### src/rtl/proc_control_unit_if.sv
// ---------------------------------------------------------------------------
// proc_control_unit_if
// Purpose : bundles the start/instruction inputs and every control strobe that
//           runs between the processor control unit and its 9-bit datapath.
// Signals : Run, Din[WIDTH-1:0]           -> into the control unit
//           R0in..R7in, R0out..R7out      <- register load / bus-drive strobes
//           Ain, Gin, Gout, Dinout        <- A/G load, G and Din bus drives
//           AddSub                        <- 0 add, 1 subtract
//           Done, Illegal                 <- completion and illegal-opcode flags
// Modports: master = control unit, slave = datapath side.
// ---------------------------------------------------------------------------
interface proc_control_unit_if #(
  parameter int WIDTH = 9
);
  logic             Run;
  logic [WIDTH-1:0] Din;
  logic R0in, R1in, R2in, R3in, R4in, R5in, R6in, R7in;
  logic R0out, R1out, R2out, R3out, R4out, R5out, R6out, R7out;
  logic Ain;
  logic Gin;
  logic Gout;
  logic Dinout;
  logic AddSub;
  logic Done;
  logic Illegal;

  modport master (
    input  Run, Din,
    output R0in, R1in, R2in, R3in, R4in, R5in, R6in, R7in,
    output R0out, R1out, R2out, R3out, R4out, R5out, R6out, R7out,
    output Ain, Gin, Gout, Dinout, AddSub, Done, Illegal
  );

  modport slave (
    output Run, Din,
    input  R0in, R1in, R2in, R3in, R4in, R5in, R6in, R7in,
    input  R0out, R1out, R2out, R3out, R4out, R5out, R6out, R7out,
    input  Ain, Gin, Gout, Dinout, AddSub, Done, Illegal
  );
endinterface

### src/rtl/proc_control_unit.sv
// ---------------------------------------------------------------------------
// proc_control_unit
// Purpose : control FSM for the 9-bit processor datapath. Fetches an
//           instruction from Din into IR when Run is high in T0, then walks
//           time slots T1..T3 driving the datapath enables and selects.
//           Instruction: IR[8:6] opcode, IR[5:3] Rx, IR[2:0] Ry.
//           000 mv Rx,Ry | 001 mvi Rx,#Din | 010 add | 011 sub | 1xx illegal
// Ports   : clk  - rising-edge clock
//           rst  - synchronous active-high reset
//           cu   - proc_control_unit_if.master (Run, Din in; all strobes out)
// Options : define CU_ILLEGAL_TRAP_EN to raise Illegal alongside Done when an
//           illegal opcode reaches T1; otherwise Illegal is tied low and an
//           illegal opcode is a silent two-cycle NOP.
// ---------------------------------------------------------------------------
module proc_control_unit #(
  parameter int WIDTH = 9
) (
  input  logic                  clk,
  input  logic                  rst,
  proc_control_unit_if.master   cu
);

  generate
    if (WIDTH != 9) begin : g_width_chk
      $error("proc_control_unit: only WIDTH = 9 is supported");
    end
  endgenerate

  typedef enum logic [1:0] {
    T0 = 2'd0,
    T1 = 2'd1,
    T2 = 2'd2,
    T3 = 2'd3
  } tstep_t;

  tstep_t           tstep_q;
  tstep_t           tstep_d;
  logic [WIDTH-1:0] ir_q;

  logic [2:0] op;
  logic [2:0] rx;
  logic [2:0] ry;

  logic [7:0] rin;
  logic [7:0] rout;
  logic       ain;
  logic       gin;
  logic       gout;
  logic       dinout;
  logic       addsub;
  logic       done;

  assign op = ir_q[8:6];
  assign rx = ir_q[5:3];
  assign ry = ir_q[2:0];

  function automatic logic [7:0] sel(input logic [2:0] idx);
    return 8'b1 << idx;
  endfunction

  // State and IR; IR only loads on an accepted fetch so it stays stable
  // through the remaining slots regardless of what Din does.
  always_ff @(posedge clk) begin
    if (rst) begin
      tstep_q <= T0;
      ir_q    <= '0;
    end else begin
      tstep_q <= tstep_d;
      if (tstep_q == T0 && cu.Run) begin
        ir_q <= cu.Din;
      end
    end
  end

  always_comb begin
    tstep_d = tstep_q;
    rin     = '0;
    rout    = '0;
    ain     = 1'b0;
    gin     = 1'b0;
    gout    = 1'b0;
    dinout  = 1'b0;
    addsub  = 1'b0;
    done    = 1'b0;
    unique case (tstep_q)
      T0: begin
        if (cu.Run) begin
          tstep_d = T1;
        end
      end
      T1: begin
        tstep_d = T0;
        case (op)
          3'b000: begin
            rout = sel(ry);
            rin  = sel(rx);
            done = 1'b1;
          end
          3'b001: begin
            dinout = 1'b1;
            rin    = sel(rx);
            done   = 1'b1;
          end
          3'b010, 3'b011: begin
            rout    = sel(rx);
            ain     = 1'b1;
            tstep_d = T2;
          end
          default: begin
            done = 1'b1;
          end
        endcase
      end
      T2: begin
        rout    = sel(ry);
        gin     = 1'b1;
        // op[0] is IR[6]: set only for sub
        addsub  = op[0];
        tstep_d = T3;
      end
      T3: begin
        gout    = 1'b1;
        rin     = sel(rx);
        done    = 1'b1;
        tstep_d = T0;
      end
      default: begin
        tstep_d = T0;
      end
    endcase
  end

  assign {cu.R7in, cu.R6in, cu.R5in, cu.R4in,
          cu.R3in, cu.R2in, cu.R1in, cu.R0in} = rin;
  assign {cu.R7out, cu.R6out, cu.R5out, cu.R4out,
          cu.R3out, cu.R2out, cu.R1out, cu.R0out} = rout;
  assign cu.Ain    = ain;
  assign cu.Gin    = gin;
  assign cu.Gout   = gout;
  assign cu.Dinout = dinout;
  assign cu.AddSub = addsub;
  assign cu.Done   = done;

`ifdef CU_ILLEGAL_TRAP_EN
  assign cu.Illegal = (tstep_q == T1) && ir_q[8];
`else
  assign cu.Illegal = 1'b0;
`endif

endmodule

### src/flat_wrapper.sv
// flat-port wrapper written by rule: the top's interface ports become plain ports
module proc_control_unit_flat 
#(
  parameter int WIDTH = 9
)
  (clk, rst, cu_Run, cu_Din, cu_R0in, cu_R1in, cu_R2in, cu_R3in, cu_R4in, cu_R5in, cu_R6in, cu_R7in, cu_R0out, cu_R1out, cu_R2out, cu_R3out, cu_R4out, cu_R5out, cu_R6out, cu_R7out, cu_Ain, cu_Gin, cu_Gout, cu_Dinout, cu_AddSub, cu_Done, cu_Illegal);
  proc_control_unit_if #(.WIDTH(WIDTH)) cu_i ();
  input  logic clk;
  input  logic rst;
  input wire logic [$bits(cu_i.Run)-1:0] cu_Run;
  input wire logic [$bits(cu_i.Din)-1:0] cu_Din;
  output wire logic [$bits(cu_i.R0in)-1:0] cu_R0in;
  output wire logic [$bits(cu_i.R1in)-1:0] cu_R1in;
  output wire logic [$bits(cu_i.R2in)-1:0] cu_R2in;
  output wire logic [$bits(cu_i.R3in)-1:0] cu_R3in;
  output wire logic [$bits(cu_i.R4in)-1:0] cu_R4in;
  output wire logic [$bits(cu_i.R5in)-1:0] cu_R5in;
  output wire logic [$bits(cu_i.R6in)-1:0] cu_R6in;
  output wire logic [$bits(cu_i.R7in)-1:0] cu_R7in;
  output wire logic [$bits(cu_i.R0out)-1:0] cu_R0out;
  output wire logic [$bits(cu_i.R1out)-1:0] cu_R1out;
  output wire logic [$bits(cu_i.R2out)-1:0] cu_R2out;
  output wire logic [$bits(cu_i.R3out)-1:0] cu_R3out;
  output wire logic [$bits(cu_i.R4out)-1:0] cu_R4out;
  output wire logic [$bits(cu_i.R5out)-1:0] cu_R5out;
  output wire logic [$bits(cu_i.R6out)-1:0] cu_R6out;
  output wire logic [$bits(cu_i.R7out)-1:0] cu_R7out;
  output wire logic [$bits(cu_i.Ain)-1:0] cu_Ain;
  output wire logic [$bits(cu_i.Gin)-1:0] cu_Gin;
  output wire logic [$bits(cu_i.Gout)-1:0] cu_Gout;
  output wire logic [$bits(cu_i.Dinout)-1:0] cu_Dinout;
  output wire logic [$bits(cu_i.AddSub)-1:0] cu_AddSub;
  output wire logic [$bits(cu_i.Done)-1:0] cu_Done;
  output wire logic [$bits(cu_i.Illegal)-1:0] cu_Illegal;
  assign cu_i.Run = cu_Run;
  assign cu_i.Din = cu_Din;
  assign cu_R0in = cu_i.R0in;
  assign cu_R1in = cu_i.R1in;
  assign cu_R2in = cu_i.R2in;
  assign cu_R3in = cu_i.R3in;
  assign cu_R4in = cu_i.R4in;
  assign cu_R5in = cu_i.R5in;
  assign cu_R6in = cu_i.R6in;
  assign cu_R7in = cu_i.R7in;
  assign cu_R0out = cu_i.R0out;
  assign cu_R1out = cu_i.R1out;
  assign cu_R2out = cu_i.R2out;
  assign cu_R3out = cu_i.R3out;
  assign cu_R4out = cu_i.R4out;
  assign cu_R5out = cu_i.R5out;
  assign cu_R6out = cu_i.R6out;
  assign cu_R7out = cu_i.R7out;
  assign cu_Ain = cu_i.Ain;
  assign cu_Gin = cu_i.Gin;
  assign cu_Gout = cu_i.Gout;
  assign cu_Dinout = cu_i.Dinout;
  assign cu_AddSub = cu_i.AddSub;
  assign cu_Done = cu_i.Done;
  assign cu_Illegal = cu_i.Illegal;
  proc_control_unit #(.WIDTH(WIDTH)) u_core (.clk(clk), .rst(rst), .cu(cu_i));
endmodule
### config.mk
export PLATFORM = sky130hd
export DESIGN_NAME = proc_control_unit_flat
export DESIGN_NICKNAME = d
export VERILOG_FILES = /design/src/rtl/proc_control_unit_if.sv /design/src/rtl/proc_control_unit.sv /design/src/flat_wrapper.sv
export SDC_FILE = /design/constraint.sdc
export NUM_CORES = 1
export LEC_CHECK = 0
export BUFFER_PORTS_ARGS = -buffer_cell sky130_fd_sc_hd__buf_2
export CAP_MARGIN = 20
export CORE_MARGIN = 3
export CORE_UTILIZATION = 45
export DETAILED_ROUTE_END_ITERATION = 8
export HOLD_SLACK_MARGIN = 0.05
export PLACE_DENSITY = 0.77
export SLEW_MARGIN = 30
export SYNTH_ARGS = -nofsm -noshare
export SYNTH_HDL_FRONTEND = slang
export SYNTH_SLANG_ARGS = --single-unit
### constraint.sdc
create_clock -name clk -period 2.3 [get_ports clk]
set_input_delay 0.46 -clock clk [delete_from_list [all_inputs] [get_ports clk]]
set_output_delay 0.46 -clock clk [all_outputs]
set_load 0.01 [all_outputs]
# Yosys cells after proc, flatten, opt, wreduce, memory -nomap -nowiden
# Cells that the tools add are included.
dict set report totals {
  ff_bits 11
  inputBits 12
  word_cells 32
}
dict set report classes {
  n_eq_ne 7
  shifts 2
  muxes 16
  reduce_logical 5
}
# cell count
set op_table {}
lappend op_table {{$pmux W8 S2} 3}
lappend op_table {{$shl A1 B3 Y8 const A} 2}
lappend op_table {{$mux W1} 8}
lappend op_table {{$mux W8} 1}
lappend op_table {{$pmux W2 S4} 1}
lappend op_table {{$eq A3 B2 Y1 const B} 2}
lappend op_table {{$eq A2 B2 Y1 const B} 2}
lappend op_table {{$mux W2} 2}
lappend op_table {{$reduce_or A2 Y1} 2}
lappend op_table {{$eq A3 B1 Y1 const B} 1}
lappend op_table {{$logic_not A3 Y1} 1}
lappend op_table {{$eq A2 B1 Y1 const B} 1}
lappend op_table {{$logic_not A2 Y1} 1}
lappend op_table {{$ne A2 B2 Y1 const B} 1}
lappend op_table {{$pmux W1 S2} 1}
lappend op_table {{$logic_and A1 B1 Y1} 1}

# Longest topological paths before layout
# Gate-level depths: netlist of the first run.
dict set report depth {
  ltp_word 4
  ltp_mapped 6
}

# Worst setup path before layout of the first run
# OpenSTA, ideal clock, no wires.
dict set report synth_path {
  kind {register to output}
  startpoint {register u_core.tstep_q[0]}
  endpoint {output cu_R0out}
  arrival_time_ns 1.492
  required_time_ns 1.840
  setup_slack_ns 0.348
  stages_incl_launch_ff 5
  cell_sequence {dfxtp_1 -> inv_1 -> ha_1 -> or3b_1 -> o32ai_2}
}
dict set report synth_between {
  elab_chain_cells 2
}
# element line
set synth_rtl {}
lappend synth_rtl {{start, declared} proc_control_unit.sv:36} ;# tstep_t tstep_q;
lappend synth_rtl {{start signal, assigned} proc_control_unit.sv:68} ;# tstep_q <= tstep_d;
lappend synth_rtl {{$eq A2 B2 Y1 or $eq A2 B1 Y1 (tied branches)} proc_control_unit.sv:85} ;# unique case (tstep_q)
lappend synth_rtl {{$pmux W8 S2 (*)} proc_control_unit.sv:85}
lappend synth_rtl {{end, declared} flat_wrapper.sv:20} ;# output wire logic [$bits(cu_i.R0out)-1:0] cu_R0out;
# Every way passes the cells marked *; elsewhere a longest branch is shown, timed or not.

# Worst setup path after layout of the first run
# Same ends and word-level chain as after synthesis.

==> impl_metrics.py, run 1 <==
metrics = {
    "critical_path": {
        "path_cells": "inv_1, ha_4, or3b_4, o32ai_2, buf_2",
        "crit_slowest_cell": "or3b_4",
        "start_kind": "register",
        "worstRegToRegCells": 6,
        "slowest_delay_ns": 0.39,
        "end_kind": "output port",
        "critical_path_class": "register to output port",
        "crit_fanout": 4,
        "arrival_ns": 1.76,
        "crit_required_ns": 1.84,
    },
    "sta": {
        "fmax_mhz": 450,
        "finalHoldViolCount": 0,
        "min_period_ns": 2.22,
        "period_share": 0.967,
        "grt_setup_unrepaired": "false",
        "finalSetupViolCount": 0,
        "fin_ws_ns": 0.0755,
        "maxSlewViolCount": 0,
        "finalClockSkew_ns": 0.00135,
        "tns_ns": 0,
    },
    "hold_path": {
        "hp-class": "input pin to register",
        "hold_path_depth": 3,
    },
    "route": {
        "drt_iter0_drc": 15,
        "drc": 0,
        "wl_mm": 2.02,
        "via_per_inst": 5.60,
        "avgRoutedWirePerCell_um": 13.4,
        "via_count": 846,
        "drtPass1Iterations": 4,
        "drtAntennaViolNets": 0,
    },
    "global_routing": {
        "grtUsageTotal": 0.187,
        "grt_max_degree": 12,
        "antenna_found_initial": 0,
        "grt_pass1_wl_mm": 2.91,
        "gr-total-overflow": 0,
        "grt_pass1_vias": 673,
    },
    "finish": {
        "n_fill_cell": 154,
        "layout.nets": 153,
        "layout-drive-gt1-share": 0.400,
        "antenna_cells": 0,
        "syn_to_final_growth_pct": 34.0,
    },
    "floorplanning": {
        "core-area_um2": 1540,
        "die-area_um2": 2210,
        "rows": 14,
        "die_x_um": 47.1,
        "ios": 35,
        "die_height_um": 47.1,
        "start_util": 0.492,
    },
    "synthesis": {
        "synth_edf_count": 0,
        "syn_inst": 98,
        "synth_area_um2": 758,
        "ys_seq_area_frac": 0.290,
        "synth_top_flop_cell": "dfxtp_1",
        "synth_area_per_cell_um2": 7.74,
        "ys_types": 32,
        "async_flop_share": 0,
        "ys_warn_count": 0,
        "synth_seq_cells": 11,
        "syn-num-nets": 115,
        "yosys-top-cells-area": "dfxtp_1 29%, ha_1 8.3%, nand3_1 7.3%, a21oi_1 6.6%, nand2_1 5.9%",
        "yosysTopAreaCell": "dfxtp_1",
        "synth_top_area_share": 0.290,
    },
    "place": {
        "post-place-ws_ns": 0.140,
        "gp_congestion": 0.821,
        "hpwl_mm": 1.48,
        "portBuffers": 33,
    },
    "power": {
        "power_density_nw_per_um2": 482,
        "ir_drop_v": 0.000424,
        "power.leakage_uw": 0.000470,
    },
    "cts": {
        "ctsHoldBuffers": 0,
        "clock-sinks": 11,
        "clk_pin_slew_ns": 0.06,
        "tritoncts": "yes",
        "cts_buffer_depth": 2,
        "insertion_delay_ns": 0.26,
        "cts-root-buf": "clkbuf_4",
        "cts_made_buffers": 3,
        "htree_num_levels": 1,
    },
    "status": {
        "status": "completed",
    },
    "run": {
        "drv_cap": 0,
    },
}
==> placed cells by master (no fill, tap or decap), types with 2 or more instances in the layout <==
cell type and count:
nand2b_1 3, nor2_1 11, o21bai_1 2, and2_2 2, a21oi_1 10, ha_4 2
buf_4 4, clkbuf_4 3, o32ai_1 3, inv_1 2, o22ai_1 3, buf_2 33
nand3_1 11, nand2_1 12, nand3b_1 2, ha_1 3, dfxtp_1 9
==> cell type report <==
type | count | area, um2 | area share
multi-input combinational | 80 | 538 | 0.530
sequential | 11 | 225 | 0.222
timing repair buffer | 37 | 195 | 0.192
clock buffer | 4 | 26.3 | 0.0259
tap | 16 | 20.0 | 0.0197
inverter | 3 | 11.3 | 0.0111
==> cells in the mapped netlist (all sizes together) (2+ instances only) <==
library cell,instances
and2,2
nand3,11
dfxtp,11
inv,3
nor2,12
ha,5
a21oi,10
o22ai,3
buf,3
o32ai,4
o21bai,2
o21ai,2
nand2,12
nand2b,3
nand3b,2
==> flip-flops by register name (all words and copies together), names as in the netlist, named ones only <==
register        count
u_core.ir_q         9
u_core.tstep_q      1
==> where the power goes <==
group / switching (uW) / internal (uW) / total (uW)
clock: 56.4 / 66.9 / 123
combinational: 77.4 / 66.5 / 144
sequential: 18.1 / 204 / 222
==> final timing paths <==
check | start | end | slack (ns)
setup / recovery | u_core.tstep_q[0]$_SDFFE_PP0P_ | cu_R0out | 0.08
hold / removal | cu_Din[4] | u_core.ir_q[4]$_SDFFE_PP0P_ | 0.45
setup reg to reg | u_core.tstep_q[0]$_SDFFE_PP0P_ | register | 0.98
hold reg to reg | u_core.ir_q[4]$_SDFFE_PP0P_ | u_core.ir_q[4]$_SDFFE_PP0P_ | 0.50
==> stage by stage <==
stage | hold WS, ns | utilization | power, uW | cell area [um2] | std cells
4_1_cts | 0.445 | 0.634 | 478 | 977 | 148
3_3_place_gp | 0.479 | 0.603 | 342 | 930 | 144
2_1_floorplan | 0.465 | - | 309 | 758 | 98
3_5_place_dp | 0.491 | 0.603 | 346 | 930 | 144
5_1_grt | 0.459 | 0.659 | 523 | 1020 | 151
6_report | 0.451 | 0.659 | 489 | 1020 | 151
==> layer usage <==
| metal | GRT usage | wire length (um) | vias to the layer above |
|---|---|---|---|
| met3 | 0.0230 | 174 | 2 |
| met5 | 0 | 0 | - |
| met2 | 0.293 | 939 | 36 |
| li1 | - | - | 423 |
| met4 | 0.122 | 12 | 0 |
| met1 | 0.240 | 890 | 385 |
==> timing repair <==
item / CTS / global route
buffers inserted: 0 / 3
endpoints found under the setup margin: 2 / 9
pin swaps: 0 / 1
hold endpoints to repair: 0 / 0
gates resized for setup: 5 / 6
==> cells by family (layout without fill, tap and decap cells) <==
| group | count (synthesis) | after routing | synth area share |
|---|---|---|---|
| flops | 11 | 11 | 0.290 |
| other cells | 1 | 1 | 0.00495 |
| fa+ha+maj | 5 | 5 | 0.0825 |
| simple gates | 50 | 50 | 0.361 |
| buf+inv | 7 | 44 | 0.0429 |
| compound gates | 24 | 24 | 0.218 |
==> critical path: cells and delay by family (launching register included) <==
family	cells	cell delay (ns)
DFF	1	0.36
adders and majority gates	1	0.30
AOI/OAI and AO/OA	1	0.20
buffers and inverters	2	0.26
and+or+nand+nor	1	0.39
(Power assumes the default switching activity.)
==> inputs of run 2 (changes only) <==
--- a/config.mk
+++ b/config.mk
@@ -11,7 +11,8 @@
 export CORE_UTILIZATION = 45
 export DETAILED_ROUTE_END_ITERATION = 8
 export HOLD_SLACK_MARGIN = 0.05
-export PLACE_DENSITY = 0.77
+export PLACE_DENSITY = 0.81
+export RECOVER_POWER = 25
 export SLEW_MARGIN = 30
 export SYNTH_ARGS = -nofsm -noshare
 export SYNTH_HDL_FRONTEND = slang
==> impl_metrics.py, run 2 (same netlist as run 1, synthesis figures left out) <==
metrics = {
    "status": {
        "status": "completed",
    },
    "power": {
        "ir_drop_v": 0.000265,
        "p_comb_frac": 0.270,
        "p_int_uw": 332,
        "power.leakage_uw": 0.000451,
        "swShare": 0.314,
        "p_switching_uw": 152,
        "clock_power_share": 0.267,
        "power_density_nw_per_um2": 487,
        "power_frac_seq": 0.463,
    },
    "critical_path": {
        "critical_path_class": "register to output port",
        "crit_required_ns": 1.84,
        "worstRegToRegCells": 5,
        "path_cells": "inv_2, ha_4, or3b_4, o32ai_2, buf_2",
        "arrival_ns": 1.75,
        "crit_fanout": 7,
        "worstReg2RegStart": "u_core.tstep_q[0]$_SDFFE_PP0P_",
        "cp_num_cells": 5,
        "startpoint": "u_core.tstep_q[0]$_SDFFE_PP0P_",
        "crit_family": "flip-flops",
        "start_kind": "register",
        "slowest_delay_ns": 0.39,
        "end_kind": "output port",
        "path_buf_inv": 2,
        "crit_slowest_cell": "dfxtp_4",
    },
    "cts": {
        "cts_setup_buffers": 0,
        "insertion_delay_ns": 0.27,
        "cts_buffer_depth": 2,
        "cts-root-buf": "clkbuf_4",
        "htree_num_levels": 1,
        "tritoncts": "yes",
        "clock-sinks": 11,
        "clk_pin_slew_ns": 0.07,
        "cts_made_buffers": 3,
    },
    "global_routing": {
        "grt_pass1_wl_mm": 2.87,
        "grt_max_degree": 12,
        "grt_pass1_vias": 662,
        "grtUsageTotal": 0.179,
        "gr-total-overflow": 0,
        "antenna_found_initial": 0,
    },
    "route": {
        "avgRoutedWirePerCell_um": 12.7,
        "wl_mm": 1.87,
        "drt_iter0_drc": 15,
        "via_count": 826,
        "drtPass1Iterations": 4,
        "drc": 0,
        "drtAntennaViolNets": 0,
        "via_per_inst": 5.62,
    },
    "floorplanning": {
        "die_height_um": 47.1,
        "die-area_um2": 2210,
        "ios": 35,
        "rows": 14,
        "start_util": 0.492,
        "core-area_um2": 1540,
        "die_x_um": 47.1,
    },
    "sta": {
        "finalClockSkew_ns": 0.00265,
        "grt_setup_unrepaired": "false",
        "finalHoldViolCount": 0,
        "tns_ns": 0,
        "fmax_mhz": 452,
        "period_share": 0.962,
        "maxSlewViolCount": 0,
        "finalSetupViolCount": 0,
        "min_period_ns": 2.21,
    },
    "finish": {
        "final_common_cell": "buf_2",
        "design_area_um2": 993,
        "layout.nets": 149,
        "layout-drive-gt1-share": 0.397,
        "largestRegisters": "u_core.ir_q: 9 flops, u_core.tstep_q: 1 flops",
        "multi_input_area_um2": 546,
        "top_register": "u_core.ir_q",
        "final_cell_mix": "33 x buf_2, 12 x nand2_1, 11 x nor2_1, 11 x nand3_1, 10 x a21oi_1",
        "largest_reg_flops": 9,
        "antenna_cells": 0,
        "n_fill_cell": 130,
        "ff_latch_area_um2": 225,
        "syn_to_final_growth_pct": 31.0,
    },
    "run": {
        "drv_cap": 0,
    },
    "place": {
        "portBuffers": 33,
        "placed_area_um2": 922,
        "hpwl_mm": 1.48,
        "gp_congestion": 0.840,
    },
    "hold_path": {
        "hold_path_startpoint": "cu_Din[8]",
        "hold_path_depth": 3,
        "hp-class": "input pin to register",
    },
}
-- run 2: changes by cell type in the layout (fill, tap and decap cells not counted), sizes merged --
cell / before / now
buf: 37 / 33
-- run 2: layout make-up --
| cell class | instances | area share |
|---|---|---|
| well taps | 16 | 0.0202 |
| flip-flops and latches | 11 | 0.227 |
| multi-input cells | 80 | 0.549 |
| inverters | 3 | 0.0113 |
| repair buffers | 33 | 0.166 |
| clock buffers | 4 | 0.0264 |
-- run 2: worst reg2reg max path, stage by stage, from the launching register on --
cell	delay, ns
dfxtp_4	0.39
inv_2	0.07
ha_4	0.20
nand2_1	0.23
nand2_1	0.09
a21oi_1	0.15
-- run 2: final timing paths --
kind | endpoint | slack, ns
worst max-delay path | cu_R0out | 0.09
worst min-delay path | u_core.ir_q[8]$_SDFFE_PP0P_ | 0.44
worst max register to register | u_core.ir_q[7]$_SDFFE_PP0P_ | 1.11
worst min register to register | u_core.ir_q[4]$_SDFFE_PP0P_ | 0.50
-- run 2: per-layer routing --
metal	vias to the layer above	wire length, um	global-route usage
met2	40	887	0.295
li1	414	-	-
met5	-	0	0
met3	2	148	0.0230
met1	370	824	0.237
met4	0	9	0.0663
-- run 2: through the flow --
step	setup WS (ns)	util	total power [uW]	instances	hold slack, ns
floorplan	0.348	-	309	98	0.465
global placement	0.215	0.598	339	143	0.482
detailed placement	0.191	0.598	343	143	0.490
CTS	0.0159	0.629	480	147	0.437
global route	0.00421	0.644	510	147	0.449
finish	0.0883	0.644	484	147	0.437
-- run 2: what timing repair did --
action,4_1_cts,5_1_grt
gates cloned,0,0
endpoints found under the hold margin,0,0
resized for setup,4,7
endpoints found under the setup margin,2,9
hold buffers,0,0
pin swaps,0,1
-- run 2: power by group through the flow --
| stage | Sequential (uW) | Clock (uW) | Combinational (uW) |
|---|---|---|---|
| 6_report | 224 | 129 | 131 |
| 5_1_grt | 227 | 136 | 147 |
| 4_1_cts | 222 | 132 | 126 |
| 3_5_place_dp | 226 | 0 | 117 |
| 3_3_place_gp | 224 | 0 | 114 |
| 2_1_floorplan | 222 | 0 | 87.7 |
==> inputs of run 3 (changes only) <==
--- a/config.mk
+++ b/config.mk
@@ -11,7 +11,7 @@
 export CORE_UTILIZATION = 45
 export DETAILED_ROUTE_END_ITERATION = 8
 export HOLD_SLACK_MARGIN = 0.05
-export PLACE_DENSITY = 0.81
+export PLACE_DENSITY = 0.77
 export RECOVER_POWER = 25
 export SLEW_MARGIN = 30
 export SYNTH_ARGS = -nofsm -noshare
==> impl_metrics.py, run 3 (same netlist as run 1, synthesis figures left out) <==
metrics = {
    "critical_path": {
        "arrival_ns": 1.77,
        "worstRegToRegCells": 6,
        "reg2reg_to": "u_core.ir_q[3]$_SDFFE_PP0P_",
        "end_kind": "output port",
        "crit_fanout": 4,
        "crit_required_ns": 1.84,
        "rrSetupSlack_ns": 0.67,
        "critical_path_class": "register to output port",
        "worstReg2RegStart": "u_core.tstep_q[0]$_SDFFE_PP0P_",
        "start_kind": "register",
    },
    "global_routing": {
        "grt_max_degree": 12,
        "grt_pass1_vias": 673,
        "antenna_found_initial": 0,
        "grtUsageTotal": 0.187,
        "grt_pass1_wl_mm": 2.91,
        "gr-total-overflow": 0,
    },
    "finish": {
        "layout.nets": 153,
        "largestRegisters": "u_core.ir_q: 9 flops, u_core.tstep_q: 1 flops",
        "layout-drive-gt1-share": 0.393,
        "final_cell_mix": "33 x buf_2, 12 x nand2_1, 11 x nor2_1, 11 x nand3_1, 10 x a21oi_1",
        "utilization": 0.657,
        "top_register": "u_core.ir_q",
        "antenna_cells": 0,
        "final_common_cell": "buf_2",
        "syn_to_final_growth_pct": 33.5,
        "largest_reg_flops": 9,
    },
    "hold_path": {
        "holdPathEnd": "u_core.ir_q[4]$_SDFFE_PP0P_",
        "hold_path_depth": 3,
        "hold_path_startpoint": "cu_Din[4]",
        "hp-class": "input pin to register",
    },
    "power": {
        "power_density_nw_per_um2": 481,
        "ir_drop_v": 0.000421,
        "power.leakage_uw": 0.000467,
    },
    "place": {
        "portBuffers": 33,
        "gp_congestion": 0.821,
        "post-place-ws_ns": 0.140,
        "hpwl_mm": 1.48,
    },
    "cts": {
        "insertion_delay_ns": 0.26,
        "ctsHoldBuffers": 0,
        "cts-root-buf": "clkbuf_4",
        "clock-sinks": 11,
        "cts_made_buffers": 3,
        "htree_num_levels": 1,
        "tritoncts": "yes",
        "cts_buffer_depth": 2,
        "clk_pin_slew_ns": 0.06,
    },
    "route": {
        "drt_iter0_drc": 15,
        "wl_mm": 2.02,
        "via_per_inst": 5.60,
        "drtAntennaViolNets": 0,
        "avgRoutedWirePerCell_um": 13.4,
        "drtPass1Iterations": 4,
        "via_count": 845,
        "drc": 0,
    },
    "sta": {
        "finalClockSkew_ns": 0.00135,
        "fin_ws_ns": 0.0742,
        "grt_setup_unrepaired": "false",
        "tns_ns": 0,
        "holdWs_ns": 0.451,
        "maxSlewViolCount": 0,
        "finalSetupViolCount": 0,
        "min_period_ns": 2.23,
        "finalHoldViolCount": 0,
        "period_share": 0.968,
        "fmax_mhz": 449,
    },
    "floorplanning": {
        "die_x_um": 47.1,
        "die-area_um2": 2210,
        "ios": 35,
        "core-area_um2": 1540,
        "start_util": 0.492,
        "die_height_um": 47.1,
        "rows": 14,
    },
    "status": {
        "status": "completed",
    },
    "run": {
        "drv_cap": 0,
    },
}
[run 3: cell types whose count changed in the layout (fill, tap and decap cells not counted)]
cell      change
clkbuf_1      +1
inv_2         -1
buf_4         +3
o32ai_2       -1
o21ai_0       -1
inv_1         +1
o21ai_1       +1
o32ai_1       +1
[run 3: metrics by stage]
step / total power (uW) / instance area, um2 / std cells
floorplan: 309 / 758 / 98
global placement: 342 / 930 / 144
detailed placement: 346 / 930 / 144
CTS: 478 / 977 / 148
global route: 521 / 1010 / 151
finish: 487 / 1010 / 151
[run 3: repair_timing]
action,4_1_cts,5_1_grt
pin swaps,0,1
gates resized for setup,5,6
setup endpoints to repair,2,9
setup buffers,0,3
[run 3: routing by layer]
metal  GRT usage  vias to the layer above  wire (um)
met3      0.0230                        2        174
met4       0.122                        0         12
met2       0.293                       36        940
met1       0.240                      384        890
met5           0                        -          0
li1            -                      423          -
[run 3: power breakdown]
part	switching [uW]	internal [uW]	total, uW
sequential	18.1	204	222
combinational	77.3	64.3	142
clock	56.5	66.9	123
total	152	335	487
[run 3: worst max-delay path: stages, from the launching register on]
cell	delay (ns)
dfxtp_4	0.36
inv_1	0.09
ha_4	0.30
or3b_4	0.39
o32ai_2	0.20
buf_2	0.17
[run 3: area by class of cell]
cell class,count,area [um2]
fillers,154,529
multi-input cells,80,538
inverters,3,11.3
repair buffers,37,191
clock buffers,4,26.3
flip-flops and latches,11,225
well taps,16,20.0
[run 3: how the worst max path moves through the flow]
| stage | startpoint | endpoint | slack, ns | cells after the start |
|---|---|---|---|---|
| 4_1_cts | register | cu_R1out | 0.004 | 6 |
| 2_1_floorplan | u_core.tstep_q[0]$_SDFFE_PP0P_ | cu_R0out | 0.35 | 4 |
| 3_3_place_gp | u_core.tstep_q[0]$_SDFFE_PP0P_ | cu_R0out | 0.21 | 5 |
| 5_1_grt | u_core.tstep_q[0]$_SDFFE_PP0P_ | cu_R0out | 0.01 | 5 |
| 3_5_place_dp | u_core.tstep_q[0]$_SDFFE_PP0P_ | cu_R0out | 0.14 | 5 |
| 6_report | u_core.tstep_q[0]$_SDFFE_PP0P_ | cu_R0out | 0.07 | 5 |
